**src/rtl/lcd_nios2_qsys_0_oci_dct_packer.sv**
```systemverilog
`default_nettype none
// +--------------------------------------------------------------------------+
// | lcd_nios2_qsys_0_oci_dct_packer                                          |
// | Packs 2-bit debug-trace codes into words with an end-of-test flush.      |
// | Revision: 1.0                                                            |
// +--------------------------------------------------------------------------+
module lcd_nios2_qsys_0_oci_dct_packer #(
  parameter int CODE_W = 2,
  parameter int DEPTH  = 15,
  parameter int BUF_W  = CODE_W * DEPTH
) (
  input  logic              clk,
  input  logic              reset,
  input  logic              code_valid,
  input  logic [CODE_W-1:0] code,
  output logic              code_ready,
  input  logic              flush,
  output logic [BUF_W-1:0]  dct_buffer,
  output logic [3:0]        dct_count,
  output logic              word_valid,
  input  logic              word_ready,
  output logic [BUF_W-1:0]  word_buffer,
  output logic [3:0]        word_count,
  output logic              test_ending,
  output logic              test_has_ended
);

  typedef enum logic [1:0] {
    ST_FILL  = 2'd0,
    ST_DRAIN = 2'd1,
    ST_DONE  = 2'd2
  } state_t;

  localparam logic [3:0] C_LAST_CNT = 4'(DEPTH - 1);
  localparam logic [3:0] C_FULL_CNT = 4'(DEPTH);

  state_t             state_q, state_d;
  logic [BUF_W-1:0]   dct_buffer_q, dct_buffer_d;
  logic [3:0]         dct_count_q, dct_count_d;
  logic               word_valid_q, word_valid_d;
  logic [BUF_W-1:0]   word_buffer_q, word_buffer_d;
  logic [3:0]         word_count_q, word_count_d;
  logic               test_ending_q, test_ending_d;
  logic               test_has_ended_q, test_has_ended_d;

  logic [BUF_W-1:0]   w_shifted;
  logic               w_accept;
  logic               w_handshake;
  logic               w_out_free;

  generate
    if (DEPTH > 1) begin : g_shift
      assign w_shifted = {dct_buffer_q[BUF_W-CODE_W-1:0], code};
    end else begin : g_single
      assign w_shifted = code;
    end
  endgenerate

  // Depends only on registered state so word_ready never reaches code_ready.
  assign code_ready  = (state_q == ST_FILL) &&
                       !((dct_count_q == C_LAST_CNT) && word_valid_q);
  assign w_accept    = code_valid && code_ready;
  assign w_handshake = word_valid_q && word_ready;
  assign w_out_free  = !word_valid_q || w_handshake;

  always_comb begin
    state_d          = state_q;
    dct_buffer_d     = dct_buffer_q;
    dct_count_d      = dct_count_q;
    word_valid_d     = word_valid_q && !w_handshake;
    word_buffer_d    = word_buffer_q;
    word_count_d     = word_count_q;
    test_ending_d    = test_ending_q;
    test_has_ended_d = test_has_ended_q;

    case (state_q)
      ST_FILL: begin
        if (w_accept) begin
          if (dct_count_q == C_LAST_CNT) begin
            word_buffer_d = w_shifted;
            word_count_d  = C_FULL_CNT;
            word_valid_d  = 1'b1;
            dct_buffer_d  = '0;
            dct_count_d   = '0;
          end else begin
            dct_buffer_d  = w_shifted;
            dct_count_d   = dct_count_q + 4'd1;
          end
        end
        if (flush) begin
          state_d       = ST_DRAIN;
          test_ending_d = 1'b1;
        end
      end
      ST_DRAIN: begin
        if (w_out_free) begin
          if (dct_count_q != 4'd0) begin
            word_buffer_d = dct_buffer_q;
            word_count_d  = dct_count_q;
            word_valid_d  = 1'b1;
            dct_buffer_d  = '0;
            dct_count_d   = '0;
          end else begin
            state_d          = ST_DONE;
            test_has_ended_d = 1'b1;
          end
        end
      end
      ST_DONE: begin
      end
      default: begin
        state_d = ST_FILL;
      end
    endcase
  end

  always_ff @(posedge clk or posedge reset) begin
    if (reset) begin
      state_q          <= ST_FILL;
      dct_buffer_q     <= '0;
      dct_count_q      <= '0;
      word_valid_q     <= 1'b0;
      word_buffer_q    <= '0;
      word_count_q     <= '0;
      test_ending_q    <= 1'b0;
      test_has_ended_q <= 1'b0;
    end else begin
      state_q          <= state_d;
      dct_buffer_q     <= dct_buffer_d;
      dct_count_q      <= dct_count_d;
      word_valid_q     <= word_valid_d;
      word_buffer_q    <= word_buffer_d;
      word_count_q     <= word_count_d;
      test_ending_q    <= test_ending_d;
      test_has_ended_q <= test_has_ended_d;
    end
  end

  assign dct_buffer     = dct_buffer_q;
  assign dct_count      = dct_count_q;
  assign word_valid     = word_valid_q;
  assign word_buffer    = word_buffer_q;
  assign word_count     = word_count_q;
  assign test_ending    = test_ending_q;
  assign test_has_ended = test_has_ended_q;

endmodule
`default_nettype wire
```
**config.mk**
```make
export PLATFORM = sky130hd
export DESIGN_NAME = lcd_nios2_qsys_0_oci_dct_packer
export DESIGN_NICKNAME = d
export VERILOG_FILES = /design/src/rtl/lcd_nios2_qsys_0_oci_dct_packer.sv
export SDC_FILE = /design/constraint.sdc
export NUM_CORES = 1
export LEC_CHECK = 0
export CORE_MARGIN = 3
export CORE_UTILIZATION = 54
export DETAILED_ROUTE_END_ITERATION = 8
export PLACE_DENSITY_LB_ADDON = 0.08
export SYNTH_ARGS = -nofsm -noshare
export SYNTH_HDL_FRONTEND = slang
export SYNTH_SLANG_ARGS = --single-unit
```
**constraint.sdc**
```tcl
create_clock -name clk -period 4.2 [get_ports clk]
set_input_delay 0.84 -clock clk [delete_from_list [all_inputs] [get_ports clk]]
set_output_delay 0.84 -clock clk [all_outputs]
set_load 0.1 [all_outputs]
```
==> qor.txt <==
Status - finished, final reports clean
Critical path type - register to primary output
Crit path max-delay family - buffers and inverters
Clock skew - 12.7 ps
Filler instances - 449
EDFF count, synth - 0
Synthesis-stage register bit count - 73
Routed WL - 7590 microns
Cell variety after synth - 37
Die W - 86.7 microns
Maximum clock frequency - 0.346 GHz
Sink Count - 73
Global-route wire length before repair - 12900 microns
Post-CTS Setup Inserts - 0
Initial Util - 57.7%
Register area share after synthesis - 52.0%
Iter 0 DRT Violations - 118
Core region area - 6100 sq um
Util after Layout - 74.5%
WP depth - 1
Leading cell type in the layout, fill and taps excluded - clkdlybuf4s50_1
CP max stage cell - clkdlybuf4s50_1
Vias/cell - 5.30
Via count - 2546
Setup crit end kind - primary output
Most common flop cell mapped by yosys - dfrtp_1
Max Cap Violations - 0
Root Buffer - clkbuf_8
FF-to-FF Start - dct_count[0]
Post-Synthesis Cells - 325
Worst-Margin Slew - 1120 ps
Area growth, synth to finish - 29.2%
Die area - 7520 sq um
Max clock buf depth - 2
Congestion Overflow GR - 0
Syn avg cell area - 10.8 sq um
CP bufs+invs - 1
Final Hold Fails - 0
Period Utilization, post-route - 68.9%
Post-route ant nets - 0
HP Start - test_has_ended
Number of H-tree levels - 3
Clock-pin slew on the worst setup and hold paths - 80 ps
Critical Path AT - 2050 ps
Wire per inst - 15.8 microns
GP Congestion - 0.775
Gr usage total - 22.0%
DRC violations left - 0
Slew Limit Fails - 0
Critical path peak fanout - 8
Commonest non-fill, non-tap cells in the layout - 77 x clkdlybuf4s50_1, 73 x dfrtp_1, 64 x nand2_1, 32 x inv_1, 29 x o21ai_0
Data required, critical path - 3360 ps
Nets - 411
RSZ-0062 raised after global routing - false
Antenna diodes - 0
Setup crit start - dct_count[3]
DRT Pass-1 Iters - 4
CTS tree - built
Crit-path max cell delay - 1190 ps
Yosys Warn Count - 0
Layout cell share with drive strength beyond 1 - 16.3%
Initial antenna violation count - 0
Hold Path Class - register to register
Synthesized area - 3520 sq um
Port Buffers - 78
Final HPWL DP - 5140 microns
CTS resizes - 0
Worst-Skew Late Latency - 340 ps
CP startpoint kind - register
Worst reg2reg path depth - 7
Fin crit period - 2890 ps
Slew margin rel. - 25.2%
Hold Buf Count CTS - 0
Post-Syn Nets - 335
# rows - 28
Setup TNS - 0 ps
I/O Pins - 79
Setup violators final - 0
Async SR Flop Fraction - 100%
Largest net degree at the start of global routing - 40
Die height - 86.7 microns
Crit path cell chain - clkdlybuf4s50_1
CTS Buf Count - 9
Vias in the first global route - 2634
Cell count of the worst hold path - 1
Yosys cell counts (2+ instances only):
master     number  area [sq um]
nor3_1          3          15.0
ha_1            3          37.5
nand2_1        64           240
nand2b_1        3          18.8
buf_2           3          15.0
o21ai_0        29           145
nor2_1          8          30.0
and3_1          2          12.5
dfrtp_1        73          1830
mux2i_1        28           280
o2bb2ai_1       2          17.5
nand3_1         3          15.0
mux2_4         10           150
mux2_2         27           304
clkbuf_1        8          30.0
inv_1          33           124
buf_6           6          67.6
sequential cells by signal (all words and copies together) (netlist names):
| register | cells |
|---|---|
| dct_buffer | 30 |
| state_q | 2 |
| test_has_ended | 1 |
| test_ending | 1 |
| word_buffer | 30 |
| dct_count | 4 |
| word_valid | 1 |
| word_count | 4 |
kinds of logic (layout without fill, tap and decap cells):
| kind of cell | Yosys count | after routing | share of synthesized area (%) |
|---|---|---|---|
| AOI/OAI and AO/OA | 41 | 41 | 7.44 |
| and+or+nand+nor | 92 | 92 | 11.7 |
| muxes | 65 | 65 | 20.9 |
| DFF | 73 | 73 | 52.0 |
| adders and majority gates | 3 | 3 | 1.07 |
| buffers and inverters | 51 | 131 | 6.94 |
routing by layer:
metal  wire length, microns  vias to the layer above  track usage [%]
li1                       -                     1230                -
met1                   3470                     1256             28.6
met2                   3670                       51             36.2
met3                    341                        9             4.75
met4                    109                        0             8.07
met5                      0                        -                0
final cells by class:
type                    count  area [sq um]  area share [%]
clock buffers              13           169            3.72
clock inverters             2          60.1            1.32
inverters                  33           124            2.73
multi-input cells         201          1450            32.0
flip-flops and latches     73          1830            40.2
well taps                  75          93.8            2.07
repair buffers             83           816            18.0
final timing paths:
kind	endpoint	slack [ps]
worst max-delay path	dct_count[3]	1310
worst min-delay path	test_has_ended	470
worst max register to register	word_buffer[19]	1430
worst min register to register	test_has_ended	470
max in group asynchronous	word_buffer[7]	2450
min in group asynchronous	dct_buffer[7]	970
metrics by stage:
step	instance area, sq um	setup slack (ps)	instances	hold WS [ps]
3_3_place_gp	4310	1030	465	439
2_1_floorplan	3520	176	325	549
4_1_cts	4540	1300	480	473
6_report	4540	1310	480	468
3_5_place_dp	4310	960	465	455
5_1_grt	4540	1170	480	494
Power is left out: the tool's default activity adds up to more than one toggle a clock period on the data nets, which glitch-free logic cannot reach.
